## config.mk

```make
export PLATFORM = sky130hd
export DESIGN_NAME = bram_mul_sequencer
export DESIGN_NICKNAME = d
export VERILOG_FILES = /design/src/rtl/bram_mul_sequencer_pkg.sv /design/src/rtl/bram_mul_sequencer_lat_counter.sv /design/src/rtl/bram_mul_sequencer.sv
export SDC_FILE = /design/constraint.sdc
export NUM_CORES = 1
export LEC_CHECK = 0
export CAP_MARGIN = 20
export CORE_MARGIN = 5
export CORE_UTILIZATION = 29
export DETAILED_ROUTE_END_ITERATION = 12
export HOLD_SLACK_MARGIN = 0.15
export PLACE_DENSITY = 0.69
export SYNTH_ARGS = -nofsm -noshare
export SYNTH_HDL_FRONTEND = slang
export SYNTH_SLANG_ARGS = --single-unit
```

## constraint.sdc

```tcl
create_clock -name clk -period 2.8 [get_ports clk]
set_input_delay 0.42 -clock clk [delete_from_list [all_inputs] [get_ports clk]]
set_output_delay 0.42 -clock clk [all_outputs]
set_load 0.005 [all_outputs]
```

## src/rtl/bram_mul_sequencer_pkg.sv

```systemverilog
// Shared definitions for the BRAM-staged multiplier sequencer.
//   - state_t        : sequencer state encoding
//   - A_LSB          : bit position of operand A inside a packed BRAM word
//   - b_lsb()        : bit position of operand B (upper half of the BRAM word)
//   - ring_ptr_width : width of the ring pointer / res_idx for a ring depth
//   - LAT_CNT_W      : width of the latency down-counter (latencies up to 4)
package bram_mul_sequencer_pkg;

    typedef enum logic [2:0] {
        ST_IDLE     = 3'd0,
        ST_WR_OP    = 3'd1,
        ST_RD_WAIT  = 3'd2,
        ST_MUL_WAIT = 3'd3,
        ST_WR_RES   = 3'd4
    } state_t;

    localparam int A_LSB     = 0;
    localparam int LAT_CNT_W = 3;

    // Operand B lives in the upper half of the BRAM word.
    function automatic int b_lsb(input int bram_width);
        return bram_width / 2;
    endfunction

    // A depth-1 ring still needs a one-bit pointer to keep port widths legal.
    function automatic int ring_ptr_width(input int depth);
        return (depth > 1) ? $clog2(depth) : 1;
    endfunction

endpackage

```

## src/rtl/bram_mul_sequencer_lat_counter.sv

```systemverilog
// Loadable down-counter with a done flag; times the BRAM read wait and the
// DSP wait of the sequencer.
//   clk, rst    : clock, asynchronous active-high reset
//   i_load      : load i_load_val (takes priority over i_dec)
//   i_load_val  : value to load; the wait lasts i_load_val+1 cycles
//   i_dec       : decrement by one
//   o_done      : counter is at zero
module bram_mul_sequencer_lat_counter
    import bram_mul_sequencer_pkg::*;
(
    input  logic                 clk,
    input  logic                 rst,
    input  logic                 i_load,
    input  logic [LAT_CNT_W-1:0] i_load_val,
    input  logic                 i_dec,
    output logic                 o_done
);

    logic [LAT_CNT_W-1:0] r_cnt;

    always_ff @(posedge clk or posedge rst) begin
        if (rst) begin
            r_cnt <= '0;
        end else if (i_load) begin
            r_cnt <= i_load_val;
        end else if (i_dec) begin
            r_cnt <= r_cnt - LAT_CNT_W'(1);
        end
    end

    assign o_done = (r_cnt == '0);

endmodule

```

## src/rtl/bram_mul_sequencer.sv

```systemverilog
// BRAM-staged multiplier sequencer. Accepts an operand pair over valid/ready,
// packs it into one BRAM word on port A, reads it back after RD_LAT cycles,
// drives the external DSP, waits DSP_LAT cycles and writes the product into
// the result ring on port B. Both rings share one pointer.
//   clk, rst                 : clock, asynchronous active-high reset
//   in_valid/in_ready        : operand handshake; dataA, dataB operands
//   out_valid, dataC         : one-cycle product pulse and product
//   res_idx, wrap            : ring slot written, pulse when pointer wraps
//   wrA/addrA/dinA, doutA    : BRAM port A (operand write and readback)
//   wrB/addrB/dinB           : BRAM port B (result write)
//   A, B, C                  : DSP operands and product
module bram_mul_sequencer
    import bram_mul_sequencer_pkg::*;
#(
    parameter int DATA_WIDTH = 4,
    parameter int MUL_WIDTH  = 25,
    parameter int BRAM_WIDTH = 18,
    parameter int BRAM_ADDR  = 12,
    parameter int OP_BASE    = 0,
    parameter int RES_BASE   = 64,
    parameter int RING_DEPTH = 64,
    parameter int RD_LAT     = 1,
    parameter int DSP_LAT    = 1
) (
    input  logic                                   clk,
    input  logic                                   rst,
    input  logic                                   in_valid,
    output logic                                   in_ready,
    input  logic [DATA_WIDTH-1:0]                  dataA,
    input  logic [DATA_WIDTH-1:0]                  dataB,
    output logic                                   out_valid,
    output logic [2*DATA_WIDTH-1:0]                dataC,
    output logic [ring_ptr_width(RING_DEPTH)-1:0]  res_idx,
    output logic                                   wrap,
    output logic                                   wrA,
    output logic [BRAM_ADDR-1:0]                   addrA,
    output logic [BRAM_WIDTH-1:0]                  dinA,
    input  logic [BRAM_WIDTH-1:0]                  doutA,
    output logic                                   wrB,
    output logic [BRAM_ADDR-1:0]                   addrB,
    output logic [BRAM_WIDTH-1:0]                  dinB,
    output logic [MUL_WIDTH-1:0]                   A,
    output logic [BRAM_WIDTH-1:0]                  B,
    input  logic [MUL_WIDTH+BRAM_WIDTH-1:0]        C
);

    localparam int PTR_W = ring_ptr_width(RING_DEPTH);
    localparam int B_LSB = b_lsb(BRAM_WIDTH);
    localparam int PW    = 2 * DATA_WIDTH;

    state_t               r_state;
    logic [PTR_W-1:0]     r_ptr;
    logic [BRAM_WIDTH-1:0] w_pack;
    logic                 w_cnt_load;
    logic [LAT_CNT_W-1:0] w_cnt_val;
    logic                 w_cnt_dec;
    logic                 w_cnt_done;
    logic                 w_unused;

    // Only the operand fields of doutA and the low product bits of C matter.
    assign w_unused = ^{doutA, C};

    always_comb begin
        w_pack = '0;
        w_pack[A_LSB +: DATA_WIDTH] = dataA;
        w_pack[B_LSB +: DATA_WIDTH] = dataB;
    end

    // WR_OP arms the read wait (RD_LAT cycles); the read-wait exit arms the
    // DSP wait, which spans DSP_LAT+1 cycles so the registered A/B have
    // DSP_LAT full cycles to propagate before WR_RES samples C.
    always_comb begin
        w_cnt_load = 1'b0;
        w_cnt_val  = '0;
        w_cnt_dec  = 1'b0;
        case (r_state)
            ST_WR_OP: begin
                w_cnt_load = 1'b1;
                w_cnt_val  = LAT_CNT_W'(RD_LAT - 1);
            end
            ST_RD_WAIT: begin
                if (w_cnt_done) begin
                    w_cnt_load = 1'b1;
                    w_cnt_val  = LAT_CNT_W'(DSP_LAT);
                end else begin
                    w_cnt_dec = 1'b1;
                end
            end
            ST_MUL_WAIT: w_cnt_dec = !w_cnt_done;
            default: ;
        endcase
    end

    bram_mul_sequencer_lat_counter u_lat_counter (
        .clk        (clk),
        .rst        (rst),
        .i_load     (w_cnt_load),
        .i_load_val (w_cnt_val),
        .i_dec      (w_cnt_dec),
        .o_done     (w_cnt_done)
    );

    always_ff @(posedge clk or posedge rst) begin
        if (rst) begin
            r_state   <= ST_IDLE;
            r_ptr     <= '0;
            in_ready  <= 1'b0;
            out_valid <= 1'b0;
            dataC     <= '0;
            res_idx   <= '0;
            wrap      <= 1'b0;
            wrA       <= 1'b0;
            addrA     <= '0;
            dinA      <= '0;
            wrB       <= 1'b0;
            addrB     <= '0;
            dinB      <= '0;
            A         <= '0;
            B         <= '0;
        end else begin
            case (r_state)
                ST_IDLE: begin
                    wrB       <= 1'b0;
                    out_valid <= 1'b0;
                    wrap      <= 1'b0;
                    if (in_valid && in_ready) begin
                        in_ready <= 1'b0;
                        wrA      <= 1'b1;
                        addrA    <= BRAM_ADDR'(OP_BASE) + BRAM_ADDR'(r_ptr);
                        dinA     <= w_pack;
                        r_state  <= ST_WR_OP;
                    end else begin
                        in_ready <= 1'b1;
                    end
                end
                ST_WR_OP: begin
                    // addrA stays put so the same word is read back.
                    wrA     <= 1'b0;
                    r_state <= ST_RD_WAIT;
                end
                ST_RD_WAIT: begin
                    if (w_cnt_done) begin
                        A       <= MUL_WIDTH'(doutA[A_LSB +: DATA_WIDTH]);
                        B       <= BRAM_WIDTH'(doutA[B_LSB +: DATA_WIDTH]);
                        r_state <= ST_MUL_WAIT;
                    end
                end
                ST_MUL_WAIT: begin
                    if (w_cnt_done) begin
                        r_state <= ST_WR_RES;
                    end
                end
                ST_WR_RES: begin
                    wrB       <= 1'b1;
                    addrB     <= BRAM_ADDR'(RES_BASE) + BRAM_ADDR'(r_ptr);
                    dinB      <= BRAM_WIDTH'(C[PW-1:0]);
                    dataC     <= C[PW-1:0];
                    res_idx   <= r_ptr;
                    out_valid <= 1'b1;
                    wrap      <= (r_ptr == PTR_W'(RING_DEPTH - 1));
                    r_ptr     <= r_ptr + PTR_W'(1);
                    in_ready  <= 1'b1;
                    r_state   <= ST_IDLE;
                end
                default: r_state <= ST_IDLE;
            endcase
        end
    end

endmodule

```

**Yosys cells after proc, flatten, opt, wreduce, memory -nomap -nowiden**

Cells that the tools add are included.

- Bits in registers: 64
- Bits in latches: 0
- Bits in writable memories: 0
- ROM bits: 0
- Input port bits: 72
- Output and inout bits: 122
- Logic and storage cells: 54
- Memories: 0

- $add $sub $neg: 3
- Multiply operators: 0
- Div/mod/pow operators: 0
- Magnitude comparators: 0
- Eq/ne operators: 8
- Shift operators: 0
- Multiplexer cells: 18
- Bitwise gates (word level): 0
- Reductions and logical operators: 11

Operators by type and width:

| operator | count |
|---|---|
| $mux W3 | 5 |
| $pmux W1 S2 | 6 |
| $pmux W3 S4 | 1 |
| $add A7 B6 Y8 const A | 1 |
| $add A6 B1 Y6 const B | 1 |
| $eq A3 B2 Y1 const B | 2 |
| $eq A6 B6 Y1 const B | 1 |
| $logic_not A3 Y1 | 2 |
| $mux W1 | 6 |
| $ne A2 B2 Y1 const B | 3 |
| $reduce_and A2 Y1 | 3 |
| $reduce_bool A2 Y1 | 3 |
| $eq A3 B1 Y1 const B | 1 |
| $eq A3 B3 Y1 const B | 1 |
| $reduce_and A3 Y1 | 1 |
| $sub A3 B1 Y3 const B | 1 |
| $logic_and A1 B1 Y1 | 1 |
| $logic_not A1 Y1 | 1 |

**Longest topological paths before layout**

Gate-level depths: netlist of run 1.

- Depth after elaboration: 5
- Depth in mapped cells: 5
- Gate-level depth less buffers: 5

**By module**

From an unflattened synthesis of run 1, not the netlist that was laid out.

- Cell total of the unflattened synthesis: 234
- Area, all modules: 2,835.2 um^2

Modules (own cells, without submodules):

| module | instances | cells each | area each (um^2) | seq. area each (um^2) |
|---|---|---|---|---|
| bram_mul_sequencer | 1 | 214 | 2,650.0 | 1,251.2 |
| bram_mul_sequencer_lat_counter | 1 | 20 | 185.2 | 75.1 |

**Worst setup path after synthesis of run 1**

Ideal clock, no wire load.

- Kind: register to register
- Start point: register u_lat_counter.r_cnt[0]
- End point: register A[0]
- Arrival time: 1.598 ns
- Data required time: 2.675 ns
- Slack: 1.077 ns
- Stages on the path, launching flop included: 6
- Buffers on the path: 0
- Clock period less this slack: 1.723 ns
- Path through: dfrtp_1 inv_1 ha_1 or2b_1 nor3_4 mux2_4

- Word-level cells in the longest chain between the ends: 2

RTL lines:

| item | line | source |
|---|---|---|
| start: declaration | bram_mul_sequencer_lat_counter.sv:19 | `logic [LAT_CNT_W-1:0] r_cnt;` |
| start signal: assignment | bram_mul_sequencer_lat_counter.sv:25 | `r_cnt <= i_load_val;` |
| start signal: assignment | bram_mul_sequencer_lat_counter.sv:27 | `r_cnt <= r_cnt - LAT_CNT_W'(1);` |
| $logic_not A3 Y1 | bram_mul_sequencer_lat_counter.sv:31 | `assign o_done = (r_cnt == '0);` |
| $reduce_and A2 Y1 (no source line) | -- |  |
| end signal: assignment | bram_mul_sequencer.sv:143 | `A <= MUL_WIDTH'(doutA[A_LSB +: DATA_WIDTH]);` |
| end: declaration | bram_mul_sequencer.sv:42 | `output logic [MUL_WIDTH-1:0] A,` |

Every way passes these cells.
A chain may end at the register's enable or synchronous reset.

**Worst setup path in the final report of run 1**

- Start point: register r_state[0]
- End point: register dinA[2]

- Word-level cells in the longest chain between the ends: 2

RTL lines:

| item | line | source |
|---|---|---|
| start: declaration | bram_mul_sequencer.sv:51 | `state_t r_state;` |
| start signal: assignment | bram_mul_sequencer.sv:105 | `r_state <= ST_IDLE;` |
| start signal: assignment | bram_mul_sequencer.sv:131 | `r_state <= ST_WR_OP;` |
| start signal: assignment | bram_mul_sequencer.sv:139 | `r_state <= ST_RD_WAIT;` |
| $logic_not A3 Y1 | bram_mul_sequencer.sv:121 | `case (r_state)` |
| $reduce_and A2 Y1 (no source line) | -- |  |
| end signal: assignment | bram_mul_sequencer.sv:130 | `dinA <= w_pack;` |
| end: declaration | bram_mul_sequencer.sv:37 | `output logic [BRAM_WIDTH-1:0] dinA,` |

Every way passes these cells.

==> impl_metrics.tcl, run 1 <==
set metrics [dict create \
    grt_pass1_wl_um 8376 \
    syn-mean-instance-area_um2 12.05 \
    nFillCells 915 \
    cts.clk_slew.worst_paths_ns 0.09 \
    yosys_warnings 0 \
    detail-route-antenna-nets 0 \
    cts_sinks 53 \
    slowest_stage "dfrtp_1" \
    crit_path_end "dinA[2]" \
    arrival_ns 2.08 \
    ys_top_cells_by_area "dfrtp_1 48%, buf_4 22%, mux2_1 12%" \
    syn_area_um2 2771 \
    r2r_slack_ns 0.90 \
    dr.pass1.iters 3 \
    rows 35 \
    slowest_delay_ns 0.55 \
    regArea_um2 1326 \
    fin_ws_ns 0.8964 \
    fp.dieW_um 107.8 \
    overflow 0 \
    finalSetupViolations 0 \
    utilization 0.3759 \
    r2r_end "dinA[2]" \
    fin_skew_ns 0.005412 \
    period_minus_slack_ns 1.904 \
    yosysTopAreaCell "dfrtp_1" \
    cp.depth 4 \
    dp.cells 422 \
    die_h_um 107.8 \
    numCtsBuffers 5 \
    wirelength_um 5162 \
    cts_resized 0 \
    cp_max_fo 12 \
    fin_tns_setup_ns 0 \
    core_area_um2 9284 \
    power_mw 3.077 \
    vias 1650 \
    critPathCaptureType "register" \
    finalNetCount 375 \
    gp_congestion 0.6886 \
    yosysMostFrequentCell "buf_4" \
    cts.path.max_buffers 2 \
    crit_path_start_kind "register" \
    hold_class "register to register" \
    dieArea_um2 11610 \
    maxCapViolCount 0 \
    seq_area_frac_synth 0.4786 \
    grt_pass1_vias 1717 \
    rsz0062_at_grt "false" \
    drv_slew 0 \
    antenna_cells 0 \
    ys_types 33 \
    hpwlAfterDp_um 3963 \
    timing.final.hold_violations 0 \
    fmax_ghz 0.5253 \
    multiInputGateArea_um2 1042 \
    ys_async_sr_fraction 1.000 \
    reg2reg_depth 4 \
    post-place-ws_ns 0.7531 \
    cp_top_family "simple AND/OR/NAND/NOR gates" \
    syn2layout_area_growth_pct 25.91 \
    synth_flop_cell "dfrtp_1" \
    synthTopCellsByCount "82 x buf_4, 53 x dfrtp_1, 29 x mux2_1" \
    cts_tree "yes" \
    synth_top_area_share 0.4786 \
    io_pins 194 \
    drive_gt1_frac 0.07309 \
    synthCells 230 \
    grt_max_degree 54 \
    status "complete, no violations" \
    cp_cell_sequence "nor2_1 > and4b_1 > buf_4 > mux2_1" \
    p_leak_nw 1.589 \
    timing.final.crit_share 0.6799 \
    place.port_buffers 82 \
    crit_required_ns 2.98 \
    p_per_area_nw_per_um2 881.7 \
    first_iter_violations 41 \
    ys_seq_elements 53 \
    crit_buf_inv 1 \
    clkLatencyLatePin_ns 0.30 \
    drc_errors 0 \
    crit_start "r_state[0]" \
    clock-root-buffer "clkbuf_8" \
    vias_per_cell 3.837 \
    post-cts-setup-buffers 0 \
    antenna_found_initial 0 \
    track_usage 0.08919 \
    ctsHoldBuffers 0 \
    worst_pin_slew_ns 0.6711 \
    critical_path_class "register to register" \
    start_util 0.2985 \
    synth-edff-count 0 \
    cts.htree.levels 2 \
    reg2reg_from "r_state[0]" \
    instances_no_fill 430 \
    slew_headroom 0.5526 \
    post_drt_wl_per_cell_um 12.00 \
    ir_drop_v 0.0003648 \
]
worst reg2reg max path, cell delays in order, from the launching register on:
cell	delay, ns
dfrtp_1	0.55
nor2_1	0.26
and4b_1	0.38
buf_4	0.25
mux2_1	0.35
cell families after synthesis:
group                    count (synthesis)  share of synthesized area
AO/OA/AOI/OAI                           14                    0.03250
XOR/XNOR                                 5                    0.01580
adder cells (fa/ha/maj)                  3                    0.01355
buffers and inverters                   91                     0.2357
flip-flops                              53                     0.4786
multiplexers                            37                     0.1612
other                                    1                   0.001353
AND/OR/NAND/NOR                         26                    0.06140
per-stage QoR:
stage | hold slack [ns] | cell area [µm²]
6_report | 0.4653 | 3490
5_1_grt | 0.4859 | 3490
4_1_cts | 0.4759 | 3490
3_5_place_dp | 0.4537 | 3388
3_3_place_gp | 0.4483 | 3388
2_1_floorplan | 0.4582 | 3015
worst min path at each step:
stage / from / endpoint / cells after the start
2_1_floorplan: addrB[6] / addrB[6] / 1
3_3_place_gp: addrB[6] / addrB[6] / 1
3_5_place_dp: addrB[6] / addrB[6] / 1
4_1_cts: addrB[6] / addrB[6] / 1
5_1_grt: addrB[6] / addrB[6] / 1
6_report: addrB[6] / addrB[6] / 1
registers in the layout, indices dropped and copies added, names as in the netlist:
register and cells:
dinA 8, dinB 8, addrA 6, r_ptr 6
res_idx 5, A 4, B 4, r_state 3
u_lat_counter.r_cnt 3, addrB 2, in_ready 1, wrA 1
wrB 1, wrap 1
layer usage:
layer | global-route usage | routed length, µm | vias up | share of wire
met2 | 0.1425 | 2400 | 92 | 0.46
met3 | 0.04259 | 645 | 7 | 0.12
met4 | 0.02435 | 46 | 0 | 0.0089
met1 | 0.1072 | 2070 | 792 | 0.40
met5 | 0 | 0 | - | 0
li1 | - | - | 759 | -
layout make-up:
cell class,count,area share
sequential,53,0.3801
tap,129,0.04625
multi-input combinational,151,0.2987
timing repair buffer,85,0.2417
inverter,4,0.004303
clock buffer,7,0.02761
clock inverter,1,0.001434
power by group:
part	switching, mW	internal, mW	leakage (nW)
sequential	0.243	1.05	0.655
clock	0.237	0.224	0.0542
combinational	0.435	0.885	0.879
placed cells by master, fill, tap and decap left out, types with 2 or more instances in the layout:
cell type / synthesis / final
clkdlybuf4s50_1: 0 / 82
nand2_1: 2 / 2
nand2b_1: 2 / 2
buf_4: 82 / 3
a21oi_1: 2 / 2
o21ai_0: 3 / 3
conb_1: 1 / 66
mux2_1: 29 / 29
nor2_1: 5 / 5
ha_1: 3 / 3
xnor2_1: 4 / 4
mux2_4: 8 / 8
nor2b_1: 2 / 2
nand3b_1: 2 / 2
nand3_1: 2 / 2
inv_1: 4 / 3
a31oi_1: 4 / 4
or2_1: 2 / 2
dfrtp_1: 53 / 53
clkbuf_8: 0 / 7
a22o_1: 2 / 2
nand4_1: 3 / 3
No activity file was read; power rests on OpenSTA's default activity.
==> inputs of run 2 (changes only) <==
==> constraint.sdc (replaced) <==
create_clock -name clk -period 1.8 [get_ports clk]
set_input_delay 0.27 -clock clk [delete_from_list [all_inputs] [get_ports clk]]
set_output_delay 0.27 -clock clk [all_outputs]
set_load 0.005 [all_outputs]
==> run 2 against run 1 <==
  * Via count grew 0.67%
  * Power grew 67%
  * Setup slack lost 0.82 ns
  * Combinational power grew 69%
  * Clock skew grew 0.0048 ns
  * Non-clock buffer count grew 4
  * Clock power grew 100%
  * Sequential power grew 52%
  * Fmax grew 11%
==> impl_metrics.tcl, run 2 (synthesis gave the netlist of run 1 again) <==
set metrics [dict create \
    multiInputGateArea_um2 1059 \
    core_area_um2 9284 \
    fmax_ghz 0.5806 \
    antenna_found_initial 0 \
    wirelength_um 5104 \
    place_area_um2 3456 \
    post-place-ws_ns 0.06355 \
    reg2reg_from "u_lat_counter.r_cnt[0]" \
    status "complete, no violations" \
    fin_ws_ns 0.07756 \
    numCtsBuffers 5 \
    io_pins 194 \
    vias 1661 \
    finalNetCount 379 \
    timing.final.hold_violations 0 \
    timing.hold.ws_ns 0.2552 \
    reg.largest.list "dinA: 8 flops, dinB: 8 flops" \
    cts.path.max_buffers 2 \
    grt_pass1_vias 1641 \
    track_usage 0.08451 \
    crit_start "u_lat_counter.r_cnt[0]" \
    overflow 0 \
    start_util 0.2985 \
    first_iter_violations 72 \
    r2r_slack_ns 0.08 \
    cts_sinks 53 \
    slowest_stage "dfrtp_1" \
    p_leak_nw 1.634 \
    slowest_delay_ns 0.41 \
    period_minus_slack_ns 1.722 \
    regArea_um2 1326 \
    crit_path_start_kind "register" \
    cp_max_fo 8 \
    drv_slew 0 \
    timing.final.crit_share 0.9569 \
    final_common_cell "clkdlybuf4s50_1" \
    clkLatencyLatePin_ns 0.30 \
    fin_tns_setup_ns 0 \
    cp_cell_sequence "inv_2 > ha_4 > or2b_4 > nor3_4 > buf_12 > mux2_4" \
    cts_resized 0 \
    maxCapViolCount 0 \
    final_area_um2 3606 \
    arrival_ns 1.91 \
    syn2layout_area_growth_pct 30.11 \
    gp_congestion 0.6843 \
    p_per_area_nw_per_um2 1422 \
    rows 35 \
    cts.clk_slew.worst_paths_ns 0.09 \
    ctsHoldBuffers 0 \
    antenna_cells 0 \
    power_mw 5.126 \
    grt_util_met1 0.1068 \
    die_h_um 107.8 \
    hold_class "input pin to asynchronous set/reset pin" \
    cts_tree "yes" \
    post_drt_wl_per_cell_um 11.76 \
    hpwlAfterDp_um 3982 \
    crit_required_ns 1.99 \
    fp.dieW_um 107.8 \
    vias_per_cell 3.827 \
    drive_gt1_frac 0.09836 \
    grt_pass1_wl_um 8024 \
    critical_path_class "register to register" \
    grtUsageMet3 0.04079 \
    grt_util_met2 0.1306 \
    busiest_layer "met2" \
    rsz0062_at_grt "false" \
    finalSetupViolations 0 \
    critPathCaptureType "register" \
    layout_common_cells "82 x clkdlybuf4s50_1, 66 x conb_1, 53 x dfrtp_1, 29 x mux2_1, 8 x mux2_4" \
    cts.htree.levels 2 \
    grt_max_degree 40 \
    fin_skew_ns 0.01018 \
    drc_errors 0 \
    place.port_buffers 82 \
    detail-route-antenna-nets 0 \
    nFillCells 928 \
    clock-root-buffer "clkbuf_8" \
    ir_drop_v 0.0008281 \
    dieArea_um2 11610 \
    post-cts-setup-buffers 0 \
    dr.pass1.iters 4 \
]
==> run 2: area by class of cell <==
cell class	instances	area share
clock buffers	5	0.01908
flip-flops and latches	53	0.3678
clock inverters	3	0.01804
multi-input cells	151	0.2935
repair buffers	89	0.2526
well taps	129	0.04476
inverters	4	0.004164
==> run 2: power by group <==
part | internal [mW] | total (mW) | switching (mW)
Sequential | 1.64 | 1.97 | 0.331
Clock | 0.552 | 0.926 | 0.374
Combinational | 1.47 | 2.23 | 0.755
Total | 3.67 | 5.13 | 1.46
==> run 2: final timing paths <==
check,to,cells past startpoint
setup / recovery,B[2],6
hold reg to reg,addrB[6],1
max in group asynchronous,r_ptr[0],3
min in group clk,addrB[6],1
setup reg to reg,B[2],6
hold / removal,B[0],2
==> run 2: routing by layer <==
metal	vias to the layer above	share of wire	wire, µm
met2	90	0.46	2337
met4	0	0.0031	16
met1	799	0.41	2112
li1	770	-	-
met3	2	0.13	638
met5	-	0	0
==> run 2: through the flow <==
stage | instances | util
finish | 434 | 0.3884
global route | 434 | 0.3884
CTS | 434 | 0.3867
detailed placement | 426 | 0.3722
global placement | 426 | 0.3722
floorplan | 295 | -
==> run 2: worst max-delay path: cells and delay by family (launching register included) <==
kind / cells / cell delay (ns)
multiplexers: 1 / 0.30
buffers and inverters: 2 / 0.25
adder cells (fa/ha/maj): 1 / 0.14
flip-flops: 1 / 0.41
AND/OR/NAND/NOR: 2 / 0.51
